$ cat src/rtl/alu_seq.sv
// Sequential ALU/shifter: one-cycle ALU, iterative 1-bit-per-cycle shifter, held cf/zf flags.
// Optional ALU_OVF_EN adds a registered signed-overflow flag (vf).
//   state   | meaning
//   S_IDLE  | waiting for an operation, in_ready=1
//   S_SHIFT | shifting one bit per cycle, counter counts down to 1
//   S_DONE  | result valid, held until out_ready
module alu_seq #(
    parameter int WIDTH   = 16,
    parameter int SHAMT_W = 4
) (
    input  logic               clk,
    input  logic               rst,
    input  logic               in_valid,
    output logic               in_ready,
    input  logic [3:0]         op_alu,
    input  logic [2:0]         op_shf,
    input  logic [SHAMT_W-1:0] shamt,
    input  logic [WIDTH-1:0]   x,
    input  logic [WIDTH-1:0]   y,
    output logic               out_valid,
    input  logic               out_ready,
    output logic [WIDTH:0]     result,
    output logic               cf,
    output logic               zf,
    input  logic               cf_wr,
    input  logic               cf_wdata
`ifdef ALU_OVF_EN
    ,
    output logic               vf
`endif
);

    typedef enum logic [1:0] {S_IDLE, S_SHIFT, S_DONE} state_t;

    state_t             state;
    logic [2:0]         mode;
    logic [SHAMT_W-1:0] cnt;
    logic [WIDTH-1:0]   xa, ya, alu_data, d;
    logic [WIDTH:0]     sum, shf_next;
    logic               cin, cf_eff, alu_carry, is_add, accept, drain, do_shift, c;
`ifdef ALU_OVF_EN
    logic               vf_pend, alu_vf;
`endif

    always_comb begin
        in_ready = (state == S_IDLE) || (state == S_DONE && out_ready);
        accept   = in_valid && in_ready;
        drain    = (state == S_DONE) && out_ready;
        // a direct write wins, else forward the carry that is draining this very cycle
        cf_eff   = cf_wr ? cf_wdata : ((accept && drain) ? result[WIDTH] : cf);
        do_shift = (op_shf != 3'b000) && (shamt != '0);

        xa = (op_alu[3:1] == 3'b110) ? ~x : x;
        ya = (op_alu[3:1] == 3'b010) ? ~y : y;
        if (op_alu[2:0] == 3'b100)
            cin = 1'b1;
        else if (op_alu == 4'b0101 || (op_alu[3] && op_alu[1:0] == 2'b01))
            cin = cf_eff;
        else
            cin = 1'b0;
        sum = {1'b0, xa} + {1'b0, ya} + {{WIDTH{1'b0}}, cin};

        case (op_alu)
            4'b0000: alu_data = x;
            4'b0001: alu_data = ~x;
            4'b0010: alu_data = x & y;
            4'b0011: alu_data = ~(x & y);
            4'b0110: alu_data = x | y;
            4'b0111: alu_data = ~(x | y);
            4'b1010: alu_data = x ^ y;
            4'b1011: alu_data = ~(x ^ y);
            4'b1110: alu_data = y;
            4'b1111: alu_data = ~y;
            default: alu_data = sum[WIDTH-1:0];
        endcase
        is_add    = (op_alu[3] | op_alu[2]) & ~op_alu[1];
        alu_carry = is_add ? sum[WIDTH] : cf_eff;
`ifdef ALU_OVF_EN
        alu_vf = is_add && (xa[WIDTH-1] == ya[WIDTH-1]) && (sum[WIDTH-1] != xa[WIDTH-1]);
`endif

        // shift step operates on the registered {carry, data}
        d = result[WIDTH-1:0];
        c = result[WIDTH];
        case (mode)
            3'b001:  shf_next = {d, 1'b0};
            3'b010:  shf_next = {d, c};
            3'b011:  shf_next = {d[0], 1'b0, d[WIDTH-1:1]};
            3'b100:  shf_next = {d[0], d[WIDTH-1], d[WIDTH-1:1]};
            3'b101:  shf_next = {d[0], c, d[WIDTH-1:1]};
            3'b110:  shf_next = {d, d[WIDTH-1]};
            3'b111:  shf_next = {d[0], d[0], d[WIDTH-1:1]};
            default: shf_next = result;
        endcase
    end

    always_ff @(posedge clk or posedge rst) begin
        if (rst) begin
            state     <= S_IDLE;
            out_valid <= 1'b0;
            result    <= '0;
            cf        <= 1'b0;
            zf        <= 1'b0;
            mode      <= 3'b000;
            cnt       <= '0;
`ifdef ALU_OVF_EN
            vf        <= 1'b0;
            vf_pend   <= 1'b0;
`endif
        end else begin
            if (cf_wr)
                cf <= cf_wdata;
            else if (drain)
                cf <= result[WIDTH];
            if (drain) begin
                zf <= (result[WIDTH-1:0] == '0);
`ifdef ALU_OVF_EN
                vf <= vf_pend;
`endif
            end

            case (state)
                S_IDLE, S_DONE: begin
                    if (accept) begin
                        result <= {alu_carry, alu_data};
                        mode   <= op_shf;
                        cnt    <= shamt;
`ifdef ALU_OVF_EN
                        vf_pend <= do_shift ? 1'b0 : alu_vf;
`endif
                        if (do_shift) begin
                            state     <= S_SHIFT;
                            out_valid <= 1'b0;
                        end else begin
                            state     <= S_DONE;
                            out_valid <= 1'b1;
                        end
                    end else if (drain) begin
                        state     <= S_IDLE;
                        out_valid <= 1'b0;
                    end
                end
                S_SHIFT: begin
                    result <= shf_next;
                    cnt    <= cnt - SHAMT_W'(1);
                    if (cnt == SHAMT_W'(1)) begin
                        state     <= S_DONE;
                        out_valid <= 1'b1;
                    end
                end
                default: begin
                    state     <= S_IDLE;
                    out_valid <= 1'b0;
                end
            endcase
        end
    end

endmodule

$ cat config.mk
export PLATFORM = sky130hd
export DESIGN_NAME = alu_seq
export DESIGN_NICKNAME = d
export VERILOG_FILES = /design/src/rtl/alu_seq.sv
export SDC_FILE = /design/constraint.sdc
export NUM_CORES = 1
export LEC_CHECK = 0
export BUFFER_PORTS_ARGS = -buffer_cell sky130_fd_sc_hd__buf_4
export CAP_MARGIN = 40
export CORE_MARGIN = 8
export CORE_UTILIZATION = 54
export CTS_CLUSTER_DIAMETER = 50
export DETAILED_ROUTE_END_ITERATION = 8
export PLACE_DENSITY = 0.76
export SLEW_MARGIN = 30
export SYNTH_ARGS = -nofsm -noshare
export SYNTH_HDL_FRONTEND = slang
export SYNTH_SLANG_ARGS = --single-unit
$ cat constraint.sdc
create_clock -name clk -period 5.25 [get_ports clk]
set_clock_uncertainty 0.1 [all_clocks]
set_input_delay 0.2625 -clock clk [delete_from_list [all_inputs] [get_ports clk]]
set_output_delay 0.2625 -clock clk [all_outputs]
set_load 0.01 [all_outputs]
# Word-level counts from Yosys, hierarchy flattened
# Index checks and enable logic that the tools add are counted.
# classes
addsub	3
mul	0
div_mod_pow	0
n_lt_le_gt_ge	0
n_eq_ne	30
shifts	0
n_mux	25
bitwise	11
reduce_logical	20
# op_table
op	count
case mux 16 bit (10 select lines)	1
case mux 17 bit (7 select lines)	1
inverter 16 bit	5
case mux 17 bit (2 select lines)	1
2-to-1 mux 16 bit	2
equality test 3 bit, second input constant	6
adder 16 x 16 -> 17 bit	1
adder 17 x 1 -> 17 bit	1
2-to-1 mux 17 bit	1
AND 16 bit	1
equality test 4 bit, second input constant	4
logical NOT 16 bit	1
OR 16 bit	1
bitwise XOR 16 bit	1
equality test 4 x 3 -> 1 bit, second input constant	3
2-to-1 mux 1 bit	11
equality test 3 x 2 -> 1 bit, second input constant	3
equality test 4 x 1 -> 1 bit, second input constant	2
equality test 4 x 2 -> 1 bit, second input constant	2
2-to-1 mux 2 bit	4
!= test 8 x 1 -> 1 bit, second input constant	1
case mux 4 bit (2 select lines)	1
!= test 7 x 1 -> 1 bit, second input constant	1
!= test 2 bit, second input constant	3
other kinds (22)	31
# word_totals
regBits	29
latchBits	0
ram_bits	0
mem_bits_ro	0
in_bits	49
output_inout_bits	21
elab_cells	97
mem_count	0

# Longest topological paths before layout
# Gate-level depths: netlist of run 1.
# depth
depth_word	13
ltp_mapped	13
ltp_nobuf	12

# Least setup slack after synthesis of run 1
# Ideal clock, no wire load.
# synth_timing
kind	in2reg
startpoint	input port op_alu[1]
endpoint	register result[16]
setup_time_ps	126
t_arrival_ps	3231
path_slack_ps	1792
stages	13
path_cell_list	buf_2 > buf_2 > buf_2 > nor2_2 > buf_2 > xnor2_1 > ha_1 > a21o_1 > a221o_1 > a221o_1 > o21ai_1 > nand2_1 > a221o_1
# synth_between
elab_chain_len	9
word_cells_on_any_way	18
cone_classes	add/sub: 2; eq/ne: 5; mux: 7; bitwise: 2; reduce/logical: 2
# synth_lines
item	line	source
start, declared	15	input logic [3:0] op_alu,
parallel branches: the longest is 6 deep, another holds adder 16 x 16 -> 17 bit	--	
2-to-1 mux 1 bit (*)	77	alu_carry = is_add ? sum[WIDTH] : cf_eff;
2-to-1 mux 17 bit (*)	124	if (accept) begin
case mux 17 bit (2 select lines) (*)	122	case (state)
end signal, assigned	125	result <= {alu_carry, alu_data};
end signal, assigned	144	result <= shf_next;
end, declared	22	output logic [WIDTH:0] result,
# Every way passes the cells marked *. The select of a mux whose other input is x is not followed.
# A chain may end at the register's enable or synchronous reset.

# Final worst setup path of run 1
# Same ends and word-level chain as after synthesis.

==> results of run 1 <==
registers in the layout (all words and copies together), names as in the netlist:
register	flops
cf	1
state	2
mode	3
result	17
zf	1
cnt	4
power by group through the flow:
stage | Combinational, W | Clock [W] | Sequential [W]
2_1_floorplan | 0.000806 | 0 | 0.000444
3_3_place_gp | 0.00111 | 0 | 0.000465
3_5_place_dp | 0.00114 | 0 | 0.000472
4_1_cts | 0.00115 | 0.000118 | 0.000468
5_1_grt | 0.00127 | 0.000128 | 0.000488
6_report | 0.00116 | 0.000117 | 0.000475
metrics by stage:
step                      setup WS, ns  instance area [µm²]  hold slack, ns  util (%)  total power, W
final                             1.67                 5150          0.0978      62.6         0.00175
after global routing              1.46                 5150          0.0934      62.6         0.00188
after CTS                         1.70                 5140          0.0973      62.6         0.00174
after detailed placement          1.45                 5090           0.269      62.0         0.00162
after global placement            1.25                 5070           0.372      61.7         0.00158
after floorplan                   1.79                 4580           0.228         -         0.00125
final cells by class:
cell class              instances  area, µm²  share of cell area (%)
multi-input cells             473       3540                    68.8
clock buffers                   3       41.3                   0.802
well taps                     105        131                    2.55
flip-flops and latches         28        701                    13.6
repair buffers                 74        563                    10.9
inverters                      45        169                    3.28
what timing repair did:
item | 4_1_cts | 5_1_grt
hold endpoints to repair | 28 | 0
resized for setup | 0 | 0
hold buffers | 1 | 0
worst max path at each step:
stage | from | end | slack [ns]
floorplan | op_alu[1] | result[16] | 1.79
global placement | op_alu[1] | result[14] | 1.25
detailed placement | op_alu[1] | result[16] | 1.45
CTS | state[0] | result[14] | 1.70
global route | state[0] | result[14] | 1.46
finish | op_alu[1] | result[16] | 1.67
critical path: cells and delay by family:
| family | cells | cell delay (ns) |
|---|---|---|
| AO/OA/AOI/OAI | 5 | 1.46 |
| buffers and inverters | 3 | 0.96 |
| AND/OR/NAND/NOR | 2 | 0.49 |
| adder cells (fa/ha/maj) | 1 | 0.31 |
| XOR/XNOR | 1 | 0.13 |
layer usage:
metal,global-route usage [%],wire length (µm)
met5,0,0
met4,3.67,117
met3,2.91,936
met2,39.0,6400
met1,29.2,5950
placed cells by master, fill, tap and decap left out, types with 3 or more instances in the layout:
cell      count
xnor2_1      62
a221o_1       6
nor3_1       11
a31oi_1      10
o211ai_1      7
dfrtp_1      28
nor2_1       25
nand2b_1      6
mux2_2        7
clkbuf_8      3
xor2_1       17
and2_1        3
inv_1        42
a21oi_1      29
a211oi_1      7
nand4_1       5
nand3_1      20
o21ai_0      40
nor2b_1       5
nor4_1        4
ha_1         49
or3_1         6
mux2i_1      33
a221oi_1      5
o22ai_1      11
a32oi_1       3
o21a_1        3
nand2_1      40
buf_4        71
o21ai_1      12
nor3b_1       3
nand3b_1      3
cells by family (layout without fill, tap and decap cells):
kind of cell / count (synthesis) / count (layout) / synth area share (%)
AND/OR/NAND/NOR: 141 / 141 / 15.3
flip-flops: 28 / 28 / 15.3
multiplexers: 43 / 43 / 9.96
AO/OA/AOI/OAI: 160 / 160 / 22.9
adder cells (fa/ha/maj): 50 / 50 / 13.8
buffers and inverters: 79 / 122 / 7.62
XOR/XNOR: 79 / 79 / 15.1
==> qor.yml, run 1 <==
status: "finished, final reports clean"
fin_tns_setup_ns: 0
ant_nets: 0
die_h_um: 108
hold_path_depth: 3
pwr-share-seq_pct: 27.2
core-area_um2: 8220
r2r-end: "result[14]"
p_leak_nw: 2.29
crit_path_max_incr_delay_ns: 0.42
clkTransAtPathRegs_ns: 0.09
ys_seq_elements: 28
yosysSeqAreaShare_pct: 15.3
clockBufferDepth: 2
vias_per_cell: 6.11
synth-main-ff-cell: "dfrtp_1"
grt_pass1_vias: 4228
stdcell_count: 728
die_width_um: 108
maxCapViolCount: 0
globalplace.congestion: 1.00
syn_area_um2: 4580
min_from: "op_shf[2]"
syn2layout_area_growth_pct: 12.3
rsz0062_at_grt: "no"
avgSynthCellArea_um2: 7.90
grt_first_pass_wirelength_mm: 21.7
h-tree-depth: 1
comb_power_share_pct: 66.1
reg2reg_slack_ns: 1.68
wl_per_cell_um: 18.4
period_needed_ns: 3.58
place_inst: 723
drv_slew: 0
nets: 724
finalSetupViolCount: 0
p_int_w: 0.000893
finalCritPeriodShare_pct: 68.2
initial_utilization_pct: 55.8
drc: 0
io_buffers: 69
critical_path_class: "in2reg"
yosys-top-cells-area: "dfrtp_1, ha_1, xnor2_1, mux2i_1, o21ai_0"
synth_commonest_cells: "xnor2_1, ha_1, inv_1, nand2_1, o21ai_0"
diodes: 0
io_pins: 70
post-cts-setup-buffers: 0
syn_nets: 679
place_hpwl_mm: 10.5
end_kind: "flop"
fill_cells: 738
antenna_found_initial: 0
switchingPower_w: 0.000855
rows: 33
synth.most_common_cell: "xnor2_1"
clock_latency_ns: 0.28
firstDrtPassIters: 5
vdd_drop_max_uv: 181
hold_viol: 0
synth.distinct_cells: 67
max_freq_ghz: 0.279
yosysTopAreaCell: "dfrtp_1"
drt_wl_total_mm: 13.4
numCtsBuffers: 3
ys.warnings.count: 0
reg2reg_from: "state[0]"
worstPathRequired_ns: 5.31
crit_chain: "buf_4, clkinv_1, nand3_1, buf_8, xnor2_1, ha_1, a21o_1, a221o_1, a221o_1, o21ai_1, nand2_1, a221o_1"
drive_gt1_share_pct: 15.6
maxSlewHeadroom_pct: 50.3
initialDrtViolationCount: 375
cts_sinks: 28
grt_max_degree: 48
hold_path_end: "mode[2]"
track_usage_pct: 22.4
netlist_instances: 580
clkPwrFrac_pct: 6.7
startpoint_type: "input port"
crit_fanout: 34
hold_path.class: "in2reg"
crit_path_frequent_cell: "a221o_1"
overflow: 0
synthArstFlopShare_pct: 100
power.share.switching_pct: 48.9
cts_tree: "done"
synth_edf_count: 0
cts-root-buf: "clkbuf_8"
vias: 4445
power_density_nw_per_um2: 339
crit_arrival_ns: 3.64
tightest_slew_ns: 0.744
die_area_um2: 11700
worstRegToRegCells: 13
synth_top_area_share_pct: 15.3
slowest_stage: "nand3_1"
No activity file was read; power rests on OpenSTA's default activity.
==> run 2: changes to the inputs <==
PLACE_DENSITY = 0.79   (was 0.76)
clock period = 3.2 ns   (was 5.25 ns; I/O delays follow)
==> run 2 against run 1 <==
Against the previous run: final cell count is 3.8% higher; first-iteration DRC count is 19% lower; final area is 6.0% higher; global-route usage is 0.66 points higher.
==> qor.yml, run 2 (same netlist as run 1, synthesis figures left out) <==
place_inst: 746  # +3.2%
vias_per_cell: 6.01  # -1.5%
io_pins: 70  # unchanged
antenna_found_initial: 0  # unchanged
layout_common_cells: "buf_4, xnor2_1, ha_1"
reg.largest.list: "result: 17 flops, cnt: 4 flops, mode: 3 flops"
place_worst_setup_slack_ns: -0.292  # -1.74 ns
setup_ws_ns: 0.119  # -1.55 ns
die_width_um: 108  # unchanged
maxCapViolCount: 0  # unchanged
cts-root-buf: "clkbuf_8"
initialDrtViolationCount: 303  # -19%
h-tree-depth: 1  # unchanged
cts_sinks: 28  # unchanged
clkTransAtPathRegs_ns: 0.11  # +0.02 ns
die_area_um2: 11700  # unchanged
diodes: 0  # unchanged
drc: 0  # unchanged
place_area_um2: 5280  # +3.8%
place_hpwl_mm: 10.8  # +2.4%
crit_fanout: 9  # -74%
drt_wl_total_mm: 13.6  # +1.4%
critical_path_class: "reg2reg"
drive_gt1_share_pct: 20.0  # +4.4 points
drv_slew: 0  # unchanged
hold_path.class: "in2reg"
worstRegToRegCells: 13  # unchanged
die_h_um: 108  # unchanged
hold_viol: 0  # unchanged
wl_per_cell_um: 18.0  # -2.4%
io_buffers: 69  # unchanged
firstDrtPassIters: 5  # unchanged
finalInstanceArea_um2: 5460  # +6.0%
finalPower_w: 0.00305  # +74%
initial_utilization_pct: 55.8  # unchanged
nets: 751  # +3.7%
reg2reg_from: "state[0]"
end_kind: "flop"
stdcell_count: 756  # +3.8%
cts_tree: "done"
rows: 33  # unchanged
status: "finished, final reports clean"
syn2layout_area_growth_pct: 19.1
rsz0062_at_grt: "no"
largest_reg_flops: 17  # unchanged
maxSlewHeadroom_pct: 59.3  # +9.0 points
worstPathRequired_ns: 3.27  # -2.04 ns
hold_path_end: "cnt[0]"
regMostFlops: "result"
crit_arrival_ns: 3.15  # -0.49 ns
globalplace.congestion: 0.935  # -7.0%
clock_latency_ns: 0.28  # about the same
finalSetupViolCount: 0  # unchanged
grt_first_pass_wirelength_mm: 22.4  # +2.9%
finalCritPeriodShare_pct: 96.3
numCtsBuffers: 3  # unchanged
track_usage_pct: 23.1  # +0.66 points
vias: 4547  # +2.3%
hold_ws_ns: 0.0178  # -0.0800 ns
hold_path_depth: 3  # unchanged
layout_commonest_cell: "buf_4"
ant_nets: 0  # unchanged
fill_cells: 730  # -1.1%
grt_max_degree: 46  # -4.2%
period_needed_ns: 3.08
r2r-end: "result[5]"
reg2reg_slack_ns: 0.12  # -1.56 ns
tightest_slew_ns: 0.599  # -0.144 ns
max_freq_ghz: 0.325
startpoint_type: "flop"
overflow: 0  # unchanged
p_leak_nw: 2.45  # +6.9%
clockBufferDepth: 2  # unchanged
vdd_drop_max_uv: 280  # +54%
grt_pass1_vias: 4530  # +7.1%
core-area_um2: 8220  # unchanged
power_density_nw_per_um2: 559  # +65%
min_from: "shamt[0]"
run 2: cell types whose count changed in the layout (fill, tap and decap cells not counted), moves of 2 or more:
cell,change
mux2i_2,+2
buf_12,+2
buf_4,+23
dlygate4sd3_1,+4
run 2: report_power, final:
group | internal (W) | switching [W]
clock | 0.000168 | 0.000117
combinational | 0.000935 | 0.00108
sequential | 0.000522 | 0.000226
total | 0.00163 | 0.00142
run 2: worst max path at each step:
stage               slack [ns]  cells after the start  startpoint         end
global placement         -0.11                     13    state[0]  result[13]
finish                    0.12                     13    state[0]   result[5]
CTS                       0.05                     12    state[0]  result[14]
global route             0.005                     13    state[0]  result[16]
floorplan                 0.01                     13   op_alu[2]  result[16]
detailed placement       -0.29                     13    state[0]  result[13]
run 2: metrics by stage:
step	TNS, ns	utilization [%]
after global routing	0	66.4
after detailed placement	-0.315	64.3
after CTS	0	66.0
final	0	66.4
after floorplan	0	-
after global placement	-0.111	64.3
run 2: timing repair:
| item | in CTS | in global routing |
|---|---|---|
| pin swaps | 1 | 6 |
| gates resized for setup | 5 | 6 |
| endpoints found under the setup margin | 2 | 10 |
| hold buffers | 5 | 0 |
| buffers inserted | 0 | 1 |
| endpoints found under the hold margin | 32 | 0 |
run 2: critical path: stages (launching register included):
cell and delay [ns]:
dfrtp_1 0.41, inv_2 0.06, nand4_1 0.10, mux2_4 0.32, mux2i_2 0.25, a211o_1 0.21, fa_2 0.24, nor2b_4 0.06
o31ai_4 0.25, buf_4 0.22, nand2b_1 0.10, a211oi_1 0.28, o311ai_1 0.14, a22o_1 0.22
run 2: cell type report:
cell class                 instances  area, µm²  area share, %
clock inverter                     1       30.0          0.550
clock buffer                       3       41.3          0.757
tap                              105        131           2.41
multi-input combinational        473       3590           65.8
timing repair buffer             101        796           14.6
sequential                        28        701           12.8
inverter                          45        169           3.10
run 2: routing by layer:
layer	GRT usage [%]	vias to the layer above	share of wire, %
met3	3.33	15	6.7
met5	0	-	0
met4	6.44	0	1.5
met2	36.8	170	46
li1	-	2224	-
met1	31.6	2138	46
